`config.mk`:
```
export PLATFORM = sky130hd
export DESIGN_NAME = deal_cards
export DESIGN_NICKNAME = d
export VERILOG_FILES = /design/src/rtl/deal_cards.sv
export SDC_FILE = /design/constraint.sdc
export NUM_CORES = 1
export LEC_CHECK = 0
export ABC_CLOCK_PERIOD_IN_PS = 4800
export BUFFER_PORTS_ARGS = -buffer_cell sky130_fd_sc_hd__clkbuf_2
export CAP_MARGIN = 30
export CORE_ASPECT_RATIO = 1.5
export CORE_MARGIN = 10
export CORE_UTILIZATION = 40
export CTS_BUF_LIST = sky130_fd_sc_hd__clkbuf_8
export CTS_CLUSTER_SIZE = 16
export DETAILED_ROUTE_END_ITERATION = 10
export HOLD_SLACK_MARGIN = 0.1
export MAX_ROUTING_LAYER = met4
export SLEW_MARGIN = 20
export SYNTH_ARGS = -nofsm -noshare
export SYNTH_HDL_FRONTEND = slang
export SYNTH_SLANG_ARGS = --single-unit
```
`constraint.sdc`:
```
create_clock -name clock -period 4.8 [get_ports clock]
set_clock_uncertainty 0.05 [all_clocks]
set_input_delay 0.96 -clock clock [delete_from_list [all_inputs] [get_ports clock]]
set_output_delay 0.96 -clock clock [all_outputs]
set_load 0.02 [all_outputs]
```
`src/rtl/deal_cards.sv`:
```
// deal_cards: deals a shuffled deck of value pairs into the card memory.
// LFSR-picked positions, linear probing over an occupancy bitmap.
module deal_cards #(
    parameter logic [15:0] SEED      = 16'hACE1,
    parameter int          NUM_CARDS = 36
) (
    input  logic       clock,
    input  logic       reset,
    input  logic       start,
    output logic       wEn,
    output logic [5:0] wAddr,
    output logic [4:0] wData,
    output logic       busy,
    output logic       done
);

    // An all-zero LFSR would lock up, so a zero seed is replaced.
    localparam logic [15:0] SEED_EFF = (SEED == 16'h0000) ? 16'h0001 : SEED;
    localparam logic [5:0]  LAST     = 6'(NUM_CARDS - 1);
    localparam logic [6:0]  NUM7     = 7'(NUM_CARDS);

    typedef enum logic [1:0] {
        IDLE,
        PICK,
        PROBE
    } state_t;

    state_t                 state;
    logic [15:0]            lfsr;
    logic                   fb;
    logic [NUM_CARDS-1:0]   occ;
    logic [5:0]             card;
    logic [5:0]             pos;
    logic [6:0]             mod7;
    logic [5:0]             cand;
    logic                   fin;

    assign fb = lfsr[15] ^ lfsr[13] ^ lfsr[12] ^ lfsr[10];

    // Fold the low six LFSR bits into the dealt region.
    always_comb begin
        mod7 = {1'b0, lfsr[5:0]} % NUM7;
        cand = mod7[5:0];
    end

    // Free-running LFSR, advances every cycle regardless of state.
    always_ff @(posedge clock) begin
        if (reset) begin
            lfsr <= SEED_EFF;
        end else begin
            lfsr <= {lfsr[14:0], fb};
        end
    end

    // Deal FSM: pick a slot, probe forward past taken slots, write.
    // fin marks the cycle carrying the final write so done rises after it.
    always_ff @(posedge clock) begin
        if (reset) begin
            state <= IDLE;
            occ   <= '0;
            card  <= '0;
            pos   <= '0;
            fin   <= 1'b0;
            wEn   <= 1'b0;
            wAddr <= '0;
            wData <= '0;
            busy  <= 1'b0;
            done  <= 1'b0;
        end else begin
            wEn <= 1'b0;
            unique case (state)
                IDLE: begin
                    if (start) begin
                        occ   <= '0;
                        card  <= '0;
                        fin   <= 1'b0;
                        done  <= 1'b0;
                        busy  <= 1'b1;
                        state <= PICK;
                    end else if (fin) begin
                        fin  <= 1'b0;
                        busy <= 1'b0;
                        done <= 1'b1;
                    end
                end
                PICK: begin
                    pos   <= cand;
                    state <= PROBE;
                end
                PROBE: begin
                    if (occ[pos]) begin
                        pos <= (pos == LAST) ? 6'd0 : pos + 6'd1;
                    end else begin
                        wEn      <= 1'b1;
                        wAddr    <= pos;
                        wData    <= card[5:1];
                        occ[pos] <= 1'b1;
                        if (card == LAST) begin
                            fin   <= 1'b1;
                            state <= IDLE;
                        end else begin
                            card  <= card + 6'd1;
                            state <= PICK;
                        end
                    end
                end
                default: begin
                    state <= IDLE;
                end
            endcase
        end
    end

endmodule

```
Word level (Yosys, flattened, before mapping)
Cells that the tools add are included.
- word-level logic and storage cells: 70
- output and inout bits: 14
- bits of input ports: 3
- bits in registers: 81
- magnitude comparators: 2
- muxes and demuxes: 26
- divide/modulo/power cells: 1
- bitwise logic cells: 6
- $add $sub $neg: 2
- equal/unequal tests: 9
- reduce and logical (&&, ||, !) cells: 13
- operator list (kind ; count):
    36-bit two-way mux ; 2
    36-bit one-hot mux with 2 select lines ; 1
    36-bit bitwise OR ; 1
    6-bit two-way mux ; 5
    6-bit one-hot mux with 2 select lines ; 2
    6-bit by 1-bit adder with 6-bit output (second input constant) ; 2
    6-bit equality test (second input constant) ; 2
    1-bit two-way mux ; 10
    2-bit inequality test (second input constant) ; 5
    2-bit AND reduction ; 4
    6-bit by 7-bit less-than comparator with 1-bit output (second input constant) ; 1
    6-bit by 6-bit modulo with 7-bit output (second input constant) ; 1
    1-bit binary-select mux with 6-bit select ; 1
    1-bit demux with 6-bit select ; 1
    6-bit by 1-bit greater-or-equal comparator with 1-bit output (second input constant) ; 1
    2-bit one-hot mux with 3 select lines ; 1
    3-bit AND reduction ; 2
    2-bit nonzero test ; 3
    2-bit two-way mux ; 2
    4-bit AND reduction ; 1
    1-bit bitwise XOR ; 3
    2-bit by 1-bit equality test with 1-bit output (second input constant) ; 1
    2-bit equality test (second input constant) ; 1
    2-bit logical NOT ; 1
    other kinds (4) ; 5

Longest topological paths before layout
Gate-level depths: netlist of run 1.
- depth in word-level cells: 7
- depth in mapped cells: 10
- mapped depth without buffers: 7

Worst setup path after synthesis of run 1
Ideal clock, no wire load.
- path type: register -> register
- start point: register pos[1]
- end point: register wAddr[1]
- setup slack: 2.495 ns
- data arrival time: 2.127 ns
- period minus slack after synthesis: 2.305 ns
- library setup time: 0.128 ns
- required time: 4.622 ns
- cell stages (with the launch flop): 9
- path buffers: 3
- path through: dfxtp_1 -> buf_2 -> clkbuf_1 -> mux4_2 -> a221o_2 -> nor2_2 -> buf_6 -> mux2i_1 -> nor2_1
- word-level cells in the longest chain between the ends: 4
- RTL lines (element ; RTL line ; text):
    start, declared ; 33 ; logic [5:0] pos;
    start signal, assigned ; 87 ; pos <= cand;
    start signal, assigned ; 92 ; pos <= (pos == LAST) ? 6'd0 : pos + 6'd1;
    1-bit binary-select mux with 6-bit select ; 91 ; if (occ[pos]) begin
    1-bit two-way mux (not written as such) ; 91 ;
    1-bit NOT (no line) ; - ;
    2-bit AND reduction (no line) ; - ;
    end signal, assigned ; 95 ; wAddr <= pos;
    end, declared ; 11 ; output logic [5:0] wAddr,
Several ways; a longest one is shown, not always the timed one. The select of a mux whose other input is x is not followed.
A chain may end at the register's enable or synchronous reset.

Worst setup path after layout of run 1
- start point: register pos[1]
- end point: register wData[3]
- word-level cells in the longest chain between the ends: 4
- RTL lines (element ; RTL line ; text):
    1-bit binary-select mux with 6-bit select ; 91 ;
    1-bit two-way mux (not written as such) ; 91 ;
    1-bit NOT (no line) ; - ;
    2-bit AND reduction (no line) ; - ;
    end signal, assigned ; 96 ; wData <= card[5:1];
    end, declared ; 12 ; output logic [4:0] wData,
Every way passes these cells. The select of a mux whose other input is x is not followed.

==> impl_metrics.py, run 1 <==
metrics = {
    "route": {
        "drt_iter0_drc": 160,
        "ant_nets": 0,
        "drt-met1-wl_um": 3190,
        "top_layer": "met4",
        "wl_met2_um": 4070,
        "wl_met3_um": 193,
        "wire_per_inst_um": 15.5,
        "dr.pass1.iters": 4,
        "wl_um": 7660,
        "drc_errors": 0,
        "num_vias": 2565,
        "vias_per_cell": 5.20,
    },
    "setup_path": {
        "end_kind": "flop",
        "arrival_ps": 3390,
        "required_ps": 4970,
        "r2r-start": "pos[1]",
        "worstSetupStartpointType": "flop",
        "worst_r2r_endpoint": "wData[3]",
        "reg2regPathDepth": 8,
        "critPathKind": "flop to flop",
        "worstPathMaxFanout": 18,
        "reg2reg_slack_ps": 1570,
    },
    "sta": {
        "fin_crit_ps": 3230,
        "final-setup-viol-count": 0,
        "holdWs_ps": 362,
        "worstMarginPinSlew_ps": 809,
        "rsz0062_at_grt": "false",
        "fin_tns_setup_ps": 0,
        "clock.fmax_mhz": 310,
        "final_max_slew_viol_count": 0,
        "period_share_pct": 67.2,
        "slew_headroom_pct": 46.0,
        "hold_viol": 0,
    },
    "floorplan": {
        "design.die.area_um2": 12600,
        "initial_core_util_pct": 40.6,
        "core.rowCount": 41,
        "ios": 17,
        "dieWidth_um": 95.0,
        "fp.dieH_um": 132,
        "coreArea_um2": 8310,
    },
    "logic_synthesis": {
        "yosysTopAreaCellShare_pct": 48.1,
        "yosysSeqAreaShare_pct": 48.1,
        "synth_edf_count": 0,
        "ys_async_sr_fraction_pct": 0,
        "synth_top_area_cell": "dfxtp_1",
        "syn_avg_cell_area_um2": 9.06,
        "synth_warnings": 0,
        "syn_inst": 372,
        "yosys_most_used_dff": "dfxtp_1",
        "ys_ff_latch": 81,
        "synth_common_cells": "dfxtp_1 (81), nand2_1 (52), nor2_1 (30)",
        "yosys.cell_types.count": 44,
        "synth.most_common_cell": "dfxtp_1",
        "ys_top_cells_by_area": "dfxtp_1 (48%), mux2i_1 (7.4%), nand2_1 (5.8%), o21ai_1 (4.2%), nor2_1 (3.3%)",
        "netlist_area_um2": 3370,
        "syn-num-nets": 377,
    },
    "clocking": {
        "hold_buffers": 0,
        "cts_setup_buffers": 0,
        "clock_latency_ps": 360,
        "cts_tree": "built",
        "cts_buffers": 9,
        "cts-resized-gates": 0,
        "clockBufferDepth": 2,
        "clk_pin_slew_ps": 80,
        "clock-root-buffer": "clkbuf_8",
        "clock_sinks": 81,
        "htree_levels": 3,
    },
    "run_status": {
        "outcome": "finished clean",
    },
    "global_routing": {
        "grt_usage_pct": 13.5,
        "grt_max_degree": 43,
        "grt_pass1_vias": 2628,
        "gr-total-overflow": 0,
        "antenna_found_initial": 0,
        "grt_pass1_wl_um": 13100,
    },
    "final_layout": {
        "fill_cells": 854,
        "antenna_cells": 0,
        "drive_above_1_share_pct": 15.0,
        "areaGrowthSynthToFinish_pct": 9.57,
        "finalNetCount": 386,
    },
    "hold_path": {
        "worstHoldPathCells": 1,
        "hold_path_end": "lfsr[10]",
        "hold_start": "lfsr[9]",
        "hold_path_class": "flop to flop",
    },
    "power_and_ir_drop": {
        "powerDensity_nw_per_um2": 339,
        "leakage_nw": 1.29,
        "ir_drop_v": 0.000171,
    },
    "flow_run": {
        "max_cap_violations": 0,
    },
    "place": {
        "dpl.hpwl_um": 5510,
        "io_buffers": 16,
        "gp_congestion": 0.794,
    },
}
[placed cells by master (no fill, tap or decap), types with 2 or more instances in the layout]
cell	instances
a21o_1	2
a21oi_1	8
a22oi_1	2
a31oi_1	7
buf_4	4
clkbuf_2	16
clkbuf_8	10
clkinv_2	2
dfxtp_1	81
ha_1	2
inv_1	10
mux2_2	2
mux2i_1	25
mux4_2	4
nand2_1	52
nand2_2	4
nand2b_1	6
nand3_1	11
nand4_1	3
nor2_1	30
nor2_2	2
nor2b_1	13
nor3_1	12
nor3b_1	3
nor4_1	2
o21ai_0	10
o21ai_1	28
o22ai_1	2
o32ai_1	5
or2_2	8
xnor2_1	3
xor2_1	2
[critical path, cell delays in order (launching register included)]
cell and delay [ps]:
dfxtp_1 780, mux2_4 350, a22oi_1 170, o221ai_1 170
a221o_2 520, nor2_2 430, buf_4 320, mux2i_1 220
nor2_1 60
[through the flow]
step / utilization [%] / cell area, um^2 / instances / setup WS [ps] / power [mW]
after floorplan: - / 3370 / 372 / 2500 / 0.767
after detailed placement: 42.2 / 3510 / 477 / 1570 / 0.785
after global placement: 42.2 / 3510 / 477 / 1620 / 0.784
after global routing: 44.5 / 3690 / 493 / 1270 / 1.29
final: 44.5 / 3690 / 493 / 1570 / 1.25
after CTS: 44.5 / 3690 / 493 / 1560 / 1.26
[how the worst max path moves through the flow]
stage               slack (ps)   start       end
floorplan                 2500  pos[1]  wAddr[1]
global placement          1620  pos[2]  wAddr[0]
detailed placement        1570  pos[2]  wData[3]
CTS                       1560  pos[2]  wData[3]
global route              1270  pos[2]   occ[14]
finish                    1570  pos[1]  wData[3]
[cell families after synthesis]
group                      synth area share, %
DFF                                       48.1
and+or+nand+nor                           21.4
buffers and inverters                     4.16
adders and majority gates                0.742
xor gates and xnor gates                  1.30
muxes                                     11.5
AOI/OAI and AO/OA                         12.8
[sequential cells by signal (all words and copies together) (netlist names)]
register	cells
occ	36
lfsr	16
card	6
pos	6
wAddr	6
wData	5
state	2
busy	1
done	1
fin	1
wEn	1
[routing by layer]
| metal | vias up | track usage (%) |
|---|---|---|
| li1 | 1306 | - |
| met1 | 1211 | 14.8 |
| met2 | 32 | 21.9 |
| met3 | 16 | 3.06 |
| met4 | 0 | 7.35 |
| met5 | - | - |
[area by class of cell]
class | instances | area [um^2] | share of cell area [%]
clock inverters | 6 | 51.3 | 1.39
multi-input cells | 262 | 1610 | 43.7
inverters | 7 | 26.3 | 0.711
repair buffers | 20 | 110 | 2.98
clock buffers | 10 | 138 | 3.73
well taps | 107 | 134 | 3.62
flip-flops and latches | 81 | 1620 | 43.9
[power by group]
part	switching, mW	internal (mW)
clock	0.236	0.247
combinational	0.0426	0.0267
sequential	0.0150	0.684
Note: power is estimated with default switching activity, not from simulation.
==> run 2, diff against run 1 <==
Settings changed: ABC_CLOCK_PERIOD_IN_PS 4800 to 2950.
Clock period 4.8 ns to 2.95 ns, I/O delays scaled along.
==> impl_metrics.py, run 2 (synthesized netlist as in run 1, its figures left out) <==
metrics = {
    "run_status": {
        "outcome": "finished clean",
    },
    "final_layout": {
        "register_area_um2": 1620,
        "fin_util_pct": 45.4,
        "largest_reg_flops": 36,
        "drive_above_1_share_pct": 17.5,
        "layout_common_cells": "dfxtp_1 (81), nand2_1 (52), nor2_1 (30), o21ai_1 (28), mux2i_1 (25)",
        "regMostFlops": "occ",
        "antenna_cells": 0,
        "multi_input_area_um2": 1610,
        "final_common_cell": "dfxtp_1",
        "stdcell_area_um2": 3770,
        "finalNetCount": 394,
        "fill_cells": 832,
        "areaGrowthSynthToFinish_pct": 11.8,
        "reg_top3": "occ x36, lfsr x16",
    },
    "clocking": {
        "clockBufferDepth": 2,
        "cts_tree": "built",
        "clock-root-buffer": "clkbuf_8",
        "cts_setup_buffers": 0,
        "hold_buffers": 0,
        "htree_levels": 3,
        "clk_pin_slew_ps": 80,
        "cts-resized-gates": 0,
        "cts_buffers": 9,
        "clock_latency_ps": 370,
        "clock_sinks": 81,
    },
    "power_and_ir_drop": {
        "powerDensity_nw_per_um2": 553,
        "comb_power_share_pct": 5.9,
        "switching_share_pct": 23.4,
        "netSwitchingPower_mw": 0.488,
        "seqPwrFrac_pct": 54.3,
        "leakage_nw": 1.33,
        "ir_drop_v": 0.000363,
        "clock_power_share_pct": 39.7,
        "intPower_mw": 1.60,
        "p_total_mw": 2.08,
    },
    "setup_path": {
        "cpPeakStageDelay_ps": 620,
        "cp_slowest_cell": "dfxtp_1",
        "end_kind": "flop",
        "critPathKind": "flop to flop",
        "reg2reg_slack_ps": 320,
        "worstPathMaxFanout": 12,
        "crit_chain": "mux2_4 -> a22oi_1 -> o221ai_1 -> a221o_2 -> nor3_4 -> nor3_1 -> o32ai_1",
        "cp_num_buf_inv": 0,
        "worstSetupStartpointType": "flop",
        "required_ps": 3160,
        "arrival_ps": 2840,
        "cpLargestDelayFamily": "compound AO/OA/AOI/OAI gates",
    },
    "sta": {
        "slew_headroom_pct": 64.9,
        "period_share_pct": 89.0,
        "final-setup-viol-count": 0,
        "final_max_slew_viol_count": 0,
        "hold_viol": 0,
        "clock.fmax_mhz": 381,
        "fin_crit_ps": 2630,
        "fin_tns_setup_ps": 0,
        "rsz0062_at_grt": "false",
        "worstMarginPinSlew_ps": 525,
    },
    "floorplan": {
        "initial_core_util_pct": 40.6,
        "fp.dieH_um": 132,
        "ios": 17,
        "dieWidth_um": 95.0,
        "design.die.area_um2": 12600,
        "core.rowCount": 41,
        "coreArea_um2": 8310,
    },
    "global_routing": {
        "grt_max_degree": 35,
        "met1_usage_pct": 14.0,
        "grt.met3_usage_pct": 4.30,
        "grt_pass1_vias": 2551,
        "gr-total-overflow": 0,
        "grt_usage_pct": 13.5,
        "met2_usage_pct": 22.7,
        "top_usage_layer": "met2",
        "grt_pass1_wl_um": 12900,
        "antenna_found_initial": 0,
    },
    "place": {
        "gp_congestion": 0.925,
        "dpl.hpwl_um": 5690,
        "postPlaceCellArea_um2": 3570,
        "io_buffers": 16,
    },
    "route": {
        "ant_nets": 0,
        "drt_iter0_drc": 118,
        "dr.pass1.iters": 4,
        "vias_per_cell": 5.18,
        "wl_um": 7790,
        "num_vias": 2597,
        "drc_errors": 0,
        "wire_per_inst_um": 15.5,
    },
    "flow_run": {
        "max_cap_violations": 0,
    },
    "hold_path": {
        "hold_path_class": "flop to flop",
    },
}
run 2: cell types whose count changed in the layout (fill, tap and decap cells not counted):
| cell | delta |
|---|---|
| buf_4 | +8 |
| inv_1 | -3 |
| clkbuf_8 | +1 |
| clkinv_2 | +1 |
| clkinv_4 | +1 |
run 2: power groups by stage:
| stage | registers, mW | logic [mW] | clock network, mW |
|---|---|---|---|
| after floorplan | 1.15 | 0.101 | 0 |
| after global placement | 1.16 | 0.124 | 0 |
| after detailed placement | 1.16 | 0.124 | 0 |
| after CTS | 1.13 | 0.125 | 0.856 |
| after global routing | 1.14 | 0.137 | 0.899 |
| final | 1.13 | 0.124 | 0.828 |
run 2: final timing paths:
path / from / end / cells past startpoint
setup reg to reg: pos[1] / pos[4] / 7
hold / removal: lfsr[9] / lfsr[10] / 1
setup / recovery: pos[1] / pos[4] / 7
hold reg to reg: lfsr[9] / lfsr[10] / 1
run 2: stage by stage:
stage / setup WS [ps] / instances / hold slack [ps]
2_1_floorplan: 645 / 372 / 339
3_3_place_gp: 357 / 485 / 345
3_5_place_dp: 326 / 485 / 350
4_1_cts: 302 / 501 / 371
5_1_grt: 96.9 / 501 / 379
6_report: 324 / 501 / 366
run 2: metal layers:
layer  vias to the layer above  part of all wire, %
li1                       1320                    -
met1                      1227                   42
met2                        40                   54
met3                        10                  2.6
met4                         0                  1.8
met5                         -                    0
run 2: worst register-to-register path, stage by stage, from the launching register on:
cell and delay (ps):
dfxtp_1 620, mux2_4 340, a22oi_1 130, o221ai_1 150, a221o_2 510, nor3_4 350, nor3_1 110, o32ai_1 260
run 2: cell type report:
cell class | count | share of cell area, %
flip-flops and latches | 81 | 43.0
multi-input cells | 262 | 42.8
inverters | 7 | 0.697
clock inverters | 5 | 1.43
well taps | 107 | 3.55
repair buffers | 28 | 4.51
clock buffers | 11 | 4.01
==> run 3, diff against run 2 <==
--- a/config.mk
+++ b/config.mk
@@ -15,4 +15,5 @@
 export CTS_CLUSTER_SIZE = 16
 export DETAILED_ROUTE_END_ITERATION = 10
+export GPL_TIMING_DRIVEN = 0
 export HOLD_SLACK_MARGIN = 0.1
 export MAX_ROUTING_LAYER = met4
==> constraint.sdc (replaced) <==
create_clock -name clock -period 2.95 [get_ports clock]
set_clock_uncertainty 0.05 [all_clocks]
set_input_delay 0.295 -clock clock [delete_from_list [all_inputs] [get_ports clock]]
set_output_delay 0.295 -clock clock [all_outputs]
set_load 0.02 [all_outputs]
==> impl_metrics.py, run 3 (synthesized netlist as in run 1, its figures left out) <==
metrics = {
    "sta": {
        "clock.fmax_mhz": 370,
        "worstMarginPinSlew_ps": 705,
        "fin_crit_ps": 2700,
        "hold_viol": 0,
        "rsz0062_at_grt": "false",
        "holdWs_ps": 195,
        "fin_tns_setup_ps": 0,
        "period_share_pct": 91.7,
        "final_max_slew_viol_count": 0,
        "final-setup-viol-count": 0,
        "slew_headroom_pct": 53.0,
    },
    "setup_path": {
        "required_ps": 3170,
        "r2r-start": "pos[2]",
        "critPathKind": "flop to flop",
        "crit_chain": "clkbuf_1 -> mux4_2 -> mux2_2 -> nand2_1 -> nand3_1 -> nor2_2 -> nand3_1 -> o21ai_0",
        "worst_r2r_endpoint": "occ[8]",
        "worstPathMaxFanout": 10,
        "end_kind": "flop",
        "cp_num_buf_inv": 1,
        "cp_slowest_cell": "clkbuf_1",
        "worstSetupStartpointType": "flop",
        "cp_common_cell": "nand3_1",
        "reg2reg_slack_ps": 250,
        "setup.worst_path.start": "pos[2]",
        "reg2regPathDepth": 8,
        "arrival_ps": 2930,
        "cpLargestDelayFamily": "simple AND/OR/NAND/NOR gates",
        "cpPeakStageDelay_ps": 470,
    },
    "final_layout": {
        "reg_top3": "occ x36, lfsr x16",
        "multi_input_area_um2": 1610,
        "regMostFlops": "occ",
        "fill_cells": 851,
        "finalNetCount": 404,
        "final_common_cell": "dfxtp_1",
        "drive_above_1_share_pct": 15.3,
        "areaGrowthSynthToFinish_pct": 14.6,
        "register_area_um2": 1620,
        "largest_reg_flops": 36,
        "antenna_cells": 0,
        "layout_common_cells": "dfxtp_1 (81), nand2_1 (52), nor2_1 (30), o21ai_1 (28), mux2i_1 (25)",
        "fin_util_pct": 46.5,
    },
    "power_and_ir_drop": {
        "netSwitchingPower_mw": 0.492,
        "intPower_mw": 1.85,
        "p_total_mw": 2.35,
        "seqPwrFrac_pct": 47.9,
        "clock_power_share_pct": 46.3,
        "powerDensity_nw_per_um2": 607,
        "leakage_nw": 1.35,
        "ir_drop_v": 0.000533,
        "comb_power_share_pct": 5.8,
        "switching_share_pct": 21.0,
    },
    "global_routing": {
        "grt_pass1_vias": 2543,
        "grt_pass1_wl_um": 12700,
        "grt_usage_pct": 13.3,
        "gr-total-overflow": 0,
        "grt_max_degree": 14,
        "antenna_found_initial": 0,
    },
    "route": {
        "vias_per_cell": 5.21,
        "drc_errors": 0,
        "ant_nets": 0,
        "num_vias": 2661,
        "dr.pass1.iters": 4,
        "drt_iter0_drc": 95,
        "wire_per_inst_um": 15.6,
        "wl_um": 7980,
    },
    "clocking": {
        "htree_levels": 3,
        "clock-root-buffer": "clkbuf_8",
        "clk_pin_slew_ps": 80,
        "cts-resized-gates": 0,
        "clock_latency_ps": 360,
        "cts_buffers": 9,
        "cts_setup_buffers": 0,
        "cts_tree": "built",
        "clock_sinks": 81,
        "hold_buffers": 0,
        "clockBufferDepth": 2,
    },
    "flow_run": {
        "max_cap_violations": 0,
    },
    "run_status": {
        "outcome": "finished clean",
    },
    "floorplan": {
        "fp.dieH_um": 132,
        "initial_core_util_pct": 40.6,
        "ios": 17,
        "design.die.area_um2": 12600,
        "core.rowCount": 41,
        "dieWidth_um": 95.0,
        "coreArea_um2": 8310,
    },
    "place": {
        "gp_congestion": 0.872,
        "io_buffers": 16,
        "dpl.hpwl_um": 5870,
    },
    "hold_path": {
        "hold_path_class": "input port to flop",
        "worstHoldPathCells": 3,
        "hold_path_end": "busy",
        "hold_start": "start",
    },
}
[run 3: metrics by stage]
stage               cells  setup slack, ps  cell area [um^2]
finish                511              246              3860
global route          511             43.8              3860
CTS                   511             85.4              3860
detailed placement    495              111              3590
global placement      495              133              3590
floorplan             372              645              3370
[run 3: worst max-delay path by stage]
stage | to | depth (start not counted)
finish | occ[8] | 8
global placement | pos[4] | 7
detailed placement | occ[8] | 7
CTS | occ[8] | 7
global route | occ[15] | 8
floorplan | wAddr[1] | 8
[run 3: area by class of cell]
type,instances,area share [%]
clock buffer,11,3.92
timing repair buffer,16,2.07
buffer,22,2.98
sequential,81,42.0
clock inverter,5,3.24
inverter,7,0.680
tap,107,3.47
multi-input combinational,262,41.7
[run 3: worst min-delay path: cells and delay by family]
| family | cells | cell delay (ps) |
|---|---|---|
| buffers and inverters | 1 | 110 |
| AO/OA/AOI/OAI | 1 | 80 |
| AND/OR/NAND/NOR | 1 | 80 |
[run 3: power groups by stage]
stage,clock network (mW),registers (mW),logic (mW)
2_1_floorplan,0,1.15,0.101
3_3_place_gp,0,1.15,0.135
3_5_place_dp,0,1.15,0.136
4_1_cts,1.10,1.12,0.137
5_1_grt,1.15,1.13,0.149
6_report,1.09,1.12,0.136
[run 3: routing by layer]
metal	vias to the layer above	track usage [%]	wire length [um]
met5	-	-	0
met4	0	6.68	165
met3	14	3.68	286
met2	40	22.3	4240
met1	1263	13.9	3300
li1	1344	-	-
